--- src/rtl/axi_io_bridge.sv ---
// -----------------------------------------------------------------------------
// axi_io_bridge
//
// Turns one line-level request from cache_core into a single AXI4 INCR burst
// (ID 0) on a 64-bit master port. Reads assemble the returned beats into a
// 512-bit line. Writes split the line into lane-aligned beats. Only one
// transaction is outstanding at a time.
//
// Optional build macro: YSYX210544_AXI_IO_ERR_EN
//    When it is defined, the output o_axi_io_err is added. It is a sticky OR of
//    any non-OKAY R or B response, shown together with o_axi_io_ready.
//
// Ports
//    clk, rst                 clock, asynchronous active-low reset
//    i_axi_io_valid/op/addr/wdata/size/blks
//                             line request, held until o_axi_io_ready
//    o_axi_io_ready           one-cycle completion pulse
//    o_axi_io_rdata           assembled read line, valid with ready
//    o_axi_io_err             (macro only) error flag, valid with ready
//    axi_aw_* / axi_w_* / axi_b_*   AXI write address / data / response
//    axi_ar_* / axi_r_*             AXI read address / data
// -----------------------------------------------------------------------------
module axi_io_bridge #(
   parameter int AXI_DATA_W = 64,
   parameter int LINE_W     = 512,
   parameter int ADDR_W     = 64
) (
   input  logic                    clk,
   input  logic                    rst,
   input  logic                    i_axi_io_valid,
   input  logic                    i_axi_io_op,
   input  logic [ADDR_W-1:0]       i_axi_io_addr,
   input  logic [LINE_W-1:0]       i_axi_io_wdata,
   input  logic [1:0]              i_axi_io_size,
   input  logic [7:0]              i_axi_io_blks,
   output logic                    o_axi_io_ready,
   output logic [LINE_W-1:0]       o_axi_io_rdata,
`ifdef YSYX210544_AXI_IO_ERR_EN
   output logic                    o_axi_io_err,
`endif
   output logic                    axi_aw_valid,
   input  logic                    axi_aw_ready,
   output logic [ADDR_W-1:0]       axi_aw_addr,
   output logic [7:0]              axi_aw_len,
   output logic [2:0]              axi_aw_size,
   output logic [1:0]              axi_aw_burst,
   output logic                    axi_w_valid,
   input  logic                    axi_w_ready,
   output logic [AXI_DATA_W-1:0]   axi_w_data,
   output logic [AXI_DATA_W/8-1:0] axi_w_strb,
   output logic                    axi_w_last,
   input  logic                    axi_b_valid,
   input  logic [1:0]              axi_b_resp,
   output logic                    axi_b_ready,
   output logic                    axi_ar_valid,
   input  logic                    axi_ar_ready,
   output logic [ADDR_W-1:0]       axi_ar_addr,
   output logic [7:0]              axi_ar_len,
   output logic [2:0]              axi_ar_size,
   output logic [1:0]              axi_ar_burst,
   input  logic                    axi_r_valid,
   input  logic [AXI_DATA_W-1:0]   axi_r_data,
   input  logic [1:0]              axi_r_resp,
   input  logic                    axi_r_last,
   output logic                    axi_r_ready
);

   localparam int BEATS   = LINE_W / AXI_DATA_W;
   localparam int IDX_W   = $clog2(BEATS);
   localparam int CNT_W   = IDX_W + 1;
   localparam int LANE_SH = $clog2(AXI_DATA_W);
   localparam int STRB_W  = AXI_DATA_W / 8;

   localparam logic [2:0] S_IDLE = 3'd0;
   localparam logic [2:0] S_AR   = 3'd1;
   localparam logic [2:0] S_R    = 3'd2;
   localparam logic [2:0] S_AW   = 3'd3;
   localparam logic [2:0] S_W    = 3'd4;
   localparam logic [2:0] S_B    = 3'd5;
   localparam logic [2:0] S_DONE = 3'd6;

   // Byte-lane strobe for a narrow beat. A full-width beat always uses every
   // lane. A narrow beat uses the same lanes on every beat, selected by the
   // start offset.
   function automatic logic [STRB_W-1:0] strb_calc(input logic [1:0] size,
                                                   input logic [2:0] off);
      logic [15:0] m;
      case (size)
         2'd0:    m = 16'h0001;
         2'd1:    m = 16'h0003;
         2'd2:    m = 16'h000F;
         default: m = 16'h00FF;
      endcase
      if (size == 2'd3) begin
         m = 16'h00FF;
      end else begin
         m = m << off;
      end
      return m[STRB_W-1:0];
   endfunction

   logic [2:0]            state_q, state_d;
   logic [CNT_W-1:0]      cnt_q, cnt_d;
   logic [IDX_W-1:0]      len_q;
   logic [LINE_W-1:0]     wdata_q;
   logic [LINE_W-1:0]     rdata_q;
   logic                  io_ready_q;
   logic                  ar_valid_q, r_ready_q, aw_valid_q, w_valid_q, b_ready_q;
   logic [ADDR_W-1:0]     ar_addr_q, aw_addr_q;
   logic [7:0]            ar_len_q, aw_len_q;
   logic [2:0]            ar_size_q, aw_size_q;
   logic [1:0]            ar_burst_q, aw_burst_q;
   logic [AXI_DATA_W-1:0] w_data_q;
   logic [STRB_W-1:0]     w_strb_q;
   logic                  w_last_q;

   logic                  cap_s;
   logic [IDX_W-1:0]      len_cap_s;
   logic                  r_hs_s, w_hs_s, b_hs_s;
   logic [$clog2(LINE_W)-1:0] r_off_s, w_off_s;

   assign cap_s     = (state_q == S_IDLE) && i_axi_io_valid;
   assign len_cap_s = (i_axi_io_blks > 8'd7) ? 3'd7 : i_axi_io_blks[IDX_W-1:0];
   assign r_hs_s    = r_ready_q && axi_r_valid;
   assign w_hs_s    = w_valid_q && axi_w_ready;
   assign b_hs_s    = b_ready_q && axi_b_valid;
   // Bit offset of a beat inside the line.
   assign r_off_s   = {cnt_q[IDX_W-1:0], {LANE_SH{1'b0}}};
   assign w_off_s   = {cnt_d[IDX_W-1:0], {LANE_SH{1'b0}}};

   // Next-state and beat-counter logic.
   always_comb begin
      state_d = state_q;
      cnt_d   = cnt_q;
      case (state_q)
         S_IDLE: begin
            if (i_axi_io_valid) begin
               state_d = i_axi_io_op ? S_AW : S_AR;
               cnt_d   = {CNT_W{1'b0}};
            end else begin
               state_d = S_IDLE;
            end
         end
         S_AR: begin
            if (ar_valid_q && axi_ar_ready) begin
               state_d = S_R;
               cnt_d   = {CNT_W{1'b0}};
            end else begin
               state_d = S_AR;
            end
         end
         S_R: begin
            if (r_hs_s) begin
               // The counter saturates at BEATS, so extra beats are dropped.
               // The burst ends on r_last and not on the count.
               if (!cnt_q[CNT_W-1]) begin
                  cnt_d = cnt_q + 4'd1;
               end else begin
                  cnt_d = cnt_q;
               end
               state_d = axi_r_last ? S_DONE : S_R;
            end else begin
               state_d = S_R;
            end
         end
         S_AW: begin
            if (aw_valid_q && axi_aw_ready) begin
               state_d = S_W;
               cnt_d   = {CNT_W{1'b0}};
            end else begin
               state_d = S_AW;
            end
         end
         S_W: begin
            if (w_hs_s) begin
               if (cnt_q[IDX_W-1:0] == len_q) begin
                  state_d = S_B;
               end else begin
                  cnt_d = cnt_q + 4'd1;
               end
            end else begin
               state_d = S_W;
            end
         end
         S_B: begin
            if (b_hs_s) begin
               state_d = S_DONE;
            end else begin
               state_d = S_B;
            end
         end
         S_DONE:  state_d = S_IDLE;
         default: state_d = S_IDLE;
      endcase
   end

   // State, captured request and registered AXI/requester outputs.
   always_ff @(posedge clk or negedge rst) begin
      if (!rst) begin
         state_q    <= S_IDLE;
         cnt_q      <= {CNT_W{1'b0}};
         len_q      <= {IDX_W{1'b0}};
         wdata_q    <= {LINE_W{1'b0}};
         rdata_q    <= {LINE_W{1'b0}};
         io_ready_q <= 1'b0;
         ar_valid_q <= 1'b0;
         r_ready_q  <= 1'b0;
         aw_valid_q <= 1'b0;
         w_valid_q  <= 1'b0;
         b_ready_q  <= 1'b0;
         ar_addr_q  <= {ADDR_W{1'b0}};
         aw_addr_q  <= {ADDR_W{1'b0}};
         ar_len_q   <= 8'd0;
         aw_len_q   <= 8'd0;
         ar_size_q  <= 3'd0;
         aw_size_q  <= 3'd0;
         ar_burst_q <= 2'b00;
         aw_burst_q <= 2'b00;
         w_data_q   <= {AXI_DATA_W{1'b0}};
         w_strb_q   <= {STRB_W{1'b0}};
         w_last_q   <= 1'b0;
      end else begin
         state_q <= state_d;
         cnt_q   <= cnt_d;

         if (cap_s) begin
            len_q   <= len_cap_s;
            wdata_q <= i_axi_io_wdata;
            if (!i_axi_io_op) begin
               rdata_q    <= {LINE_W{1'b0}};
               ar_addr_q  <= i_axi_io_addr;
               ar_len_q   <= {5'd0, len_cap_s};
               ar_size_q  <= {1'b0, i_axi_io_size};
               ar_burst_q <= 2'b01;
            end else begin
               aw_addr_q  <= i_axi_io_addr;
               aw_len_q   <= {5'd0, len_cap_s};
               aw_size_q  <= {1'b0, i_axi_io_size};
               aw_burst_q <= 2'b01;
               w_strb_q   <= strb_calc(i_axi_io_size, i_axi_io_addr[2:0]);
            end
         end else if (r_hs_s && !cnt_q[CNT_W-1]) begin
            rdata_q[r_off_s +: AXI_DATA_W] <= axi_r_data;
         end else begin
            rdata_q <= rdata_q;
         end

         // The valid/ready flags follow the next state, so each one is a
         // flop that rises on the same edge the state is entered.
         ar_valid_q <= (state_d == S_AR);
         r_ready_q  <= (state_d == S_R);
         aw_valid_q <= (state_d == S_AW);
         w_valid_q  <= (state_d == S_W);
         b_ready_q  <= (state_d == S_B);
         io_ready_q <= (state_d == S_DONE);

         if (state_d == S_W) begin
            w_data_q <= wdata_q[w_off_s +: AXI_DATA_W];
            w_last_q <= (cnt_d == {1'b0, len_q});
         end else begin
            w_data_q <= w_data_q;
            w_last_q <= 1'b0;
         end
      end
   end

`ifdef YSYX210544_AXI_IO_ERR_EN
   logic err_q;

   // Sticky response-error flag, cleared when a new request is captured.
   always_ff @(posedge clk or negedge rst) begin
      if (!rst) begin
         err_q <= 1'b0;
      end else if (cap_s) begin
         err_q <= 1'b0;
      end else if ((r_hs_s && (axi_r_resp != 2'b00)) || (b_hs_s && (axi_b_resp != 2'b00))) begin
         err_q <= 1'b1;
      end else begin
         err_q <= err_q;
      end
   end

   assign o_axi_io_err = err_q;
`else
   logic unused_resp_s;
   assign unused_resp_s = ^{axi_r_resp, axi_b_resp};
`endif

   assign o_axi_io_ready = io_ready_q;
   assign o_axi_io_rdata = rdata_q;
   assign axi_ar_valid   = ar_valid_q;
   assign axi_ar_addr    = ar_addr_q;
   assign axi_ar_len     = ar_len_q;
   assign axi_ar_size    = ar_size_q;
   assign axi_ar_burst   = ar_burst_q;
   assign axi_r_ready    = r_ready_q;
   assign axi_aw_valid   = aw_valid_q;
   assign axi_aw_addr    = aw_addr_q;
   assign axi_aw_len     = aw_len_q;
   assign axi_aw_size    = aw_size_q;
   assign axi_aw_burst   = aw_burst_q;
   assign axi_w_valid    = w_valid_q;
   assign axi_w_data     = w_data_q;
   assign axi_w_strb     = w_strb_q;
   assign axi_w_last     = w_last_q;
   assign axi_b_ready    = b_ready_q;

endmodule

--- config.mk ---
export PLATFORM = sky130hd
export DESIGN_NAME = axi_io_bridge
export DESIGN_NICKNAME = d
export VERILOG_FILES = /design/src/rtl/axi_io_bridge.sv
export SDC_FILE = /design/constraint.sdc
export NUM_CORES = 2
export LEC_CHECK = 0
export ABC_AREA = 1
export CORE_AREA = 2 2 549 551
export CTS_CLUSTER_SIZE = 40
export DETAILED_ROUTE_END_ITERATION = 10
export DIE_AREA = 0 0 551 553
export GPL_TIMING_DRIVEN = 1
export PLACE_DENSITY = 0.46
export SETUP_SLACK_MARGIN = 0.5
export SLEW_MARGIN = 20
export SYNTH_ARGS = -nofsm -noshare
export SYNTH_HDL_FRONTEND = slang
export SYNTH_SLANG_ARGS = --single-unit
--- constraint.sdc ---
create_clock -name clk -period 2.2 [get_ports clk]
set_clock_uncertainty 0.15 [all_clocks]
set_input_delay 0.44 -clock clk [delete_from_list [all_inputs] [get_ports clk]]
set_output_delay 0.44 -clock clk [all_outputs]
set_load 0.005 [all_outputs]
## Word level (Yosys, flattened, before mapping)

Index checks and enable logic that the tools add are counted.

- Register bits: 1253
- Input port bits: 664

- Add/subtract/negate cells: 2
- $lt $le $gt $ge: 1
- Equal/unequal tests: 17
- Shift operators: 4
- Muxes and demuxes: 28
- Bitwise logic cells: 1
- Reductions and logical operators: 14

Operators by type and width:

| cell | number |
|---|---|
| 2-to-1 mux 512 bit | 3 |
| bitwise mux 512 bit | 1 |
| variable shift 64 x 11 -> 512 bit, first input constant | 1 |
| indexed part select 512 x 10 -> 64 bit | 1 |
| indexed part select 64 x 11 -> 512 bit | 1 |
| 2-to-1 mux 16 bit | 2 |
| 2-to-1 mux 4 bit | 7 |
| one-hot mux 8 bit (3 select lines) | 1 |
| one-hot mux 4 bit (5 select lines) | 1 |
| 2-to-1 mux 3 bit | 6 |
| one-hot mux 3 bit (6 select lines) | 1 |
| left shift 16 x 3 -> 8 bit | 1 |
| == test 3 bit, second input constant | 5 |
| == test 3 x 2 -> 1 bit, second input constant | 4 |
| negator 9 -> 11 bit | 1 |
| greater-than comparator 8 x 3 -> 1 bit, second input constant | 1 |
| 2-to-1 mux 2 bit | 4 |
| 2-to-1 mux 8 bit | 1 |
| logical AND 1 bit | 7 |
| == test 3 x 1 -> 1 bit, second input constant | 2 |
| AND reduction 2 bit | 3 |
| adder 4 x 1 -> 4 bit, second input constant | 1 |
| == test 2 bit, second input constant | 2 |
| == test 4 x 3 -> 1 bit | 1 |
| other kinds (9) | 9 |

## Longest topological paths before layout

- Word-level depth: 6
- Mapped depth: 16

## Worst setup path before layout

No wires, ideal clock.

- Path type: reg2reg
- Start: register cnt_q[0]
- End: register rdata_q[451], in the netlist o_axi_io_rdata[451]
- Arrival: 2037 ps
- Required time: 1909 ps
- Slack: -128 ps
- Cell stages (with the launch flop): 9
- Path through: dfrtp_1 > inv_1 > ha_1 > ha_1 > nor3_1 > inv_1 > a21oi_4 > clkbuf_1 > o22ai_1

- Cells in the longest elaborated chain, start to end: 5

Ends and longest elaborated chain:

| item | RTL line | source |
|---|---|---|
| start, declared | 103 | `logic [CNT_W-1:0] cnt_q, cnt_d;` |
| start signal, assigned | 201 | `cnt_q <= {CNT_W{1'b0}};` |
| start signal, assigned | 224 | `cnt_q <= cnt_d;` |
| negator 9 -> 11 bit * | 243 | `rdata_q[r_off_s +: AXI_DATA_W] <= axi_r_data;` |
| indexed part select 64 x 11 -> 512 bit / variable shift 64 x 11 -> 512 bit (equally long branches) | 243 |  |
| bitwise mux 512 bit * | 243 |  |
| 2-to-1 mux 512 bit * | 242 | `end else if (r_hs_s && !cnt_q[CNT_W-1]) begin` |
| 2-to-1 mux 512 bit * | 226 | `if (cap_s) begin` |
| end signal, assigned | 230 | `rdata_q <= {LINE_W{1'b0}};` |
| end signal, assigned by index | 243 |  |
| end signal, assigned | 245 | `rdata_q <= rdata_q;` |
| end, declared | 106 | `logic [LINE_W-1:0] rdata_q;` |

Mark *: on every way between the ends. The rest lies on a longest branch, timed or not. The select of a mux whose other input is x is not followed.
A chain may end at the register's enable or synchronous reset.

## Worst setup path after layout

- Start: register state_q[0]
- End: register w_data_q[3], in the netlist axi_w_data[3]

- Cells in the longest elaborated chain, start to end: 4

Ends and longest elaborated chain:

| item | RTL line | source |
|---|---|---|
| start, declared | 102 | `logic [2:0] state_q, state_d;` |
| start signal, assigned | 223 | `state_q <= state_d;` |
| branches (longest 4 deep; another with indexed part select 512 x 10 -> 64 bit) | n/a |  |
| end signal, assigned | 219 | `w_data_q <= {AXI_DATA_W{1'b0}};` |
| end signal, assigned | 258 | `w_data_q <= wdata_q[w_off_s +: AXI_DATA_W];` |
| end signal, assigned | 261 | `w_data_q <= w_data_q;` |
| end, declared | 113 | `logic [AXI_DATA_W-1:0] w_data_q;` |

Several ways; the timed one is not identified.

==> out/metrics.cfg <==
[global_route]
antenna_found_initial=36
grt_overflow_total=0
grt_first_pass_wirelength_um=438000
grt_max_degree=128
grt_usage_pct=20.1
grt_pass1_vias=55806

[clocking]
cts_buffer_depth=4
cts.htree.levels=4
clock_latency_ns=0.81
numCtsBuffers=155
cts_root_buf=clkbuf_16
cts_num_sinks=1253
path_clk_slew_ns=0.06
cts_tree=built

[final_layout]
nNetsFinal=9233
design_area_mm2=0.0915
syn2layout_area_growth_pct=69.6
layout_commonest_cell=nand2_1
layout-drive-gt1-share_pct=16.6
mostFrequentLayoutCells=nand2_1, clkdlybuf4s50_1, dfrtp_1

[routing]
drtPass1Iterations=6
wire_per_inst_um=26.1
drtIter0Drc=4697
wirelength_um=330000
antenna_left=0
vias=55492
viasPerCell=4.39
drc_errors=0

[sta]
slew_viol_final=0
worst_slack_ns=-0.459
setup_viol=1463
max_freq_mhz=376
fin_crit_sh_pct=121
final_hold_viol_count=0
min_period_ns=2.66
worstMarginPinSlew_ns=0.915
rsz0062_at_grt=yes
relSlewSlack_pct=39.0

[setup_path]
cp_data_required_time_ns=2.74
worstSetupStartpointType=flop
critPathMaxFanout=8
worstPathArrival_ns=3.20
timing.critical_path.mode_cell=nand2_1
cp_slowest_cell=dfrtp_2
critPathBufInv=6
end_kind=flop
critical-path-top-delay-family=simple AND/OR/NAND/NOR gates
path_cells=buf_4 > nor3_4 > buf_4 > nand2_1 > nand3_4 > nand2_8 > buf_16 > buf_12 > buf_12 > buf_16 > nand2_1 > nand2_1 > nand2_1 > nand3_1 > nand3_1 > nand2_1
cp_slowest_stage_delay_ns=0.44
setup.worst_path.class=flop to flop

[logic_synthesis]
synth_seq_cells=1253
synth_warnings=0
synth_cell_types=44
syn_inst=6427
synth.avg_cell_area_um2=8.40
netlist_area_mm2=0.0540
seq_area_frac_synth_pct=58.1

[place]
dp_hpwl_um=238000
place_area_mm2=0.0769
place_ws_ns=-1.17
numPortBuffers=1390
gp_congestion=0.921

[power]
ir_worst_vdd_uv=609
p_per_area_mw_per_mm2=1220
leakage_nw=41.7

[min_path]
hold_class=primary input to flop

[run]
drv_cap=0

[run_status]
violations=negative setup slack
status=complete, but fails checks

[floorplan]
rows=201
io_pins=1409
dieArea_mm2=0.305
start_util_pct=18.1
coreArea_mm2=0.299
die_h_um=553
die_w_um=551

layer usage:
layer	up-vias	share of wire (%)	track usage, %
met5	-	0.052	0
met4	30	5.1	8.83
met3	534	6.0	3.48
met2	2414	51	35.7
met1	27750	38	23.5
li1	24764	-	-
power by group:
part / switching, W / internal (W)
sequential: 0.00518 / 0.0315
combinational: 0.0261 / 0.0221
clock: 0.0110 / 0.0155
total: 0.0423 / 0.0691
worst min-delay path, delay by kind of cell:
kind | cells | cell delay (ns)
simple gates | 1 | 0.07
compound gates | 1 | 0.07
buf+inv | 1 | 0.40
kinds of logic after synthesis:
logic type / share of synthesized area, %
AND/OR/NAND/NOR: 21.9
buffers and inverters: 9.87
flip-flops: 58.1
AO/OA/AOI/OAI: 9.89
adder cells (fa/ha/maj): 0.162
XOR/XNOR: 0.0649
other: 0.00695
per-stage QoR:
stage | hold slack [ns] | cells | utilization (%) | total power [W] | setup TNS (ns)
5_1_grt | 0.0205 | 12639 | 30.6 | 0.117 | -408.46
3_3_place_gp | 0.222 | 11863 | 25.7 | 0.0763 | -713.43
2_1_floorplan | -0.00559 | 6440 | - | 0.0523 | 0
4_1_cts | 0.000284 | 12528 | 29.5 | 0.108 | -401.82
3_5_place_dp | 0.213 | 11863 | 25.7 | 0.0767 | -736.96
6_report | 0.0887 | 12647 | 30.6 | 0.111 | -257.38
synth_stat cells:
master / count / area share [%]
o221ai_1: 1 / 0.016
nor3b_1: 1 / 0.014
nand2_1: 2035 / 14
nand3_2: 1 / 0.019
nand4_1: 3 / 0.035
o22ai_1: 426 / 4.9
clkbuf_1: 258 / 1.8
o21ai_1: 2 / 0.019
nand3_1: 711 / 6.6
ha_1: 7 / 0.16
o21a_1: 1 / 0.014
a2bb2oi_1: 1 / 0.016
a21oi_1: 10 / 0.093
inv_4: 1 / 0.012
buf_1: 22 / 0.15
a21oi_2: 2 / 0.032
buf_2: 140 / 1.3
conb_1: 1 / 0.0069
nand2_4: 1 / 0.021
nand3b_1: 1 / 0.014
a211oi_1: 2 / 0.028
o21bai_1: 1 / 0.014
inv_2: 8 / 0.056
buf_4: 22 / 0.31
a21oi_4: 1 / 0.030
o21ai_0: 451 / 4.2
o21ai_2: 4 / 0.065
nand4_2: 1 / 0.023
o211ai_1: 3 / 0.042
nor3_1: 9 / 0.083
dfrtp_1: 1253 / 58
or2_2: 2 / 0.023
xnor2_1: 1 / 0.016
a221o_1: 1 / 0.019
o32ai_1: 22 / 0.36
nor2_1: 104 / 0.72
nor3_2: 3 / 0.056
o22a_1: 1 / 0.016
xor2_1: 3 / 0.049
o31ai_1: 1 / 0.014
nor2_2: 2 / 0.023
inv_1: 899 / 6.3
nand2_2: 3 / 0.035
nor2_4: 5 / 0.10
layout make-up:
cell class / count / area [µm²]
Multi-Input combinational cell: 3837 / 19500
Antenna cell: 15 / 37.5
Sequential cell: 1253 / 31400
Tap cell: 3958 / 4950
Inverter: 908 / 3490
Timing Repair Buffer: 2407 / 27100
Clock buffer: 227 / 4560
Fill cell: 31352 / 207000
Clock inverter: 42 / 581
registers in the layout, summed over array words and instances, names as in the netlist, 2 cells and up:
register,count
o_axi_io_rdata,512
wdata_q,512
axi_ar_addr,64
axi_aw_addr,64
axi_w_data,64
axi_w_strb,8
cnt_q,4
axi_ar_len,3
axi_aw_len,3
len_q,3
state_q,3
axi_ar_size,2
axi_aw_size,2
final timing paths:
check | start | endpoint | slack (ns) | cells past startpoint
max | state_q[0] | axi_w_data[3] | -0.46 | 16
max in group asynchronous | rst | wdata_q[146] | 0.85 | 5
min | i_axi_io_wdata[433] | wdata_q[433] | 0.09 | 3
min reg2reg | axi_aw_burst[0] | axi_aw_burst[0] | 0.32 | 1
min in group asynchronous | rst | axi_w_data[49] | 0.27 | 3
max reg2reg | state_q[0] | axi_w_data[3] | -0.46 | 16
timing repair:
item,4_1_cts,5_1_grt
hold buffers,261,0
buffers inserted,89,48
resized for setup,379,417
endpoints found under the setup margin,1982,1984
pin swaps,69,118
cloned,46,56
endpoints found under the hold margin,1137,0
No activity file was read; power rests on OpenSTA's default activity.
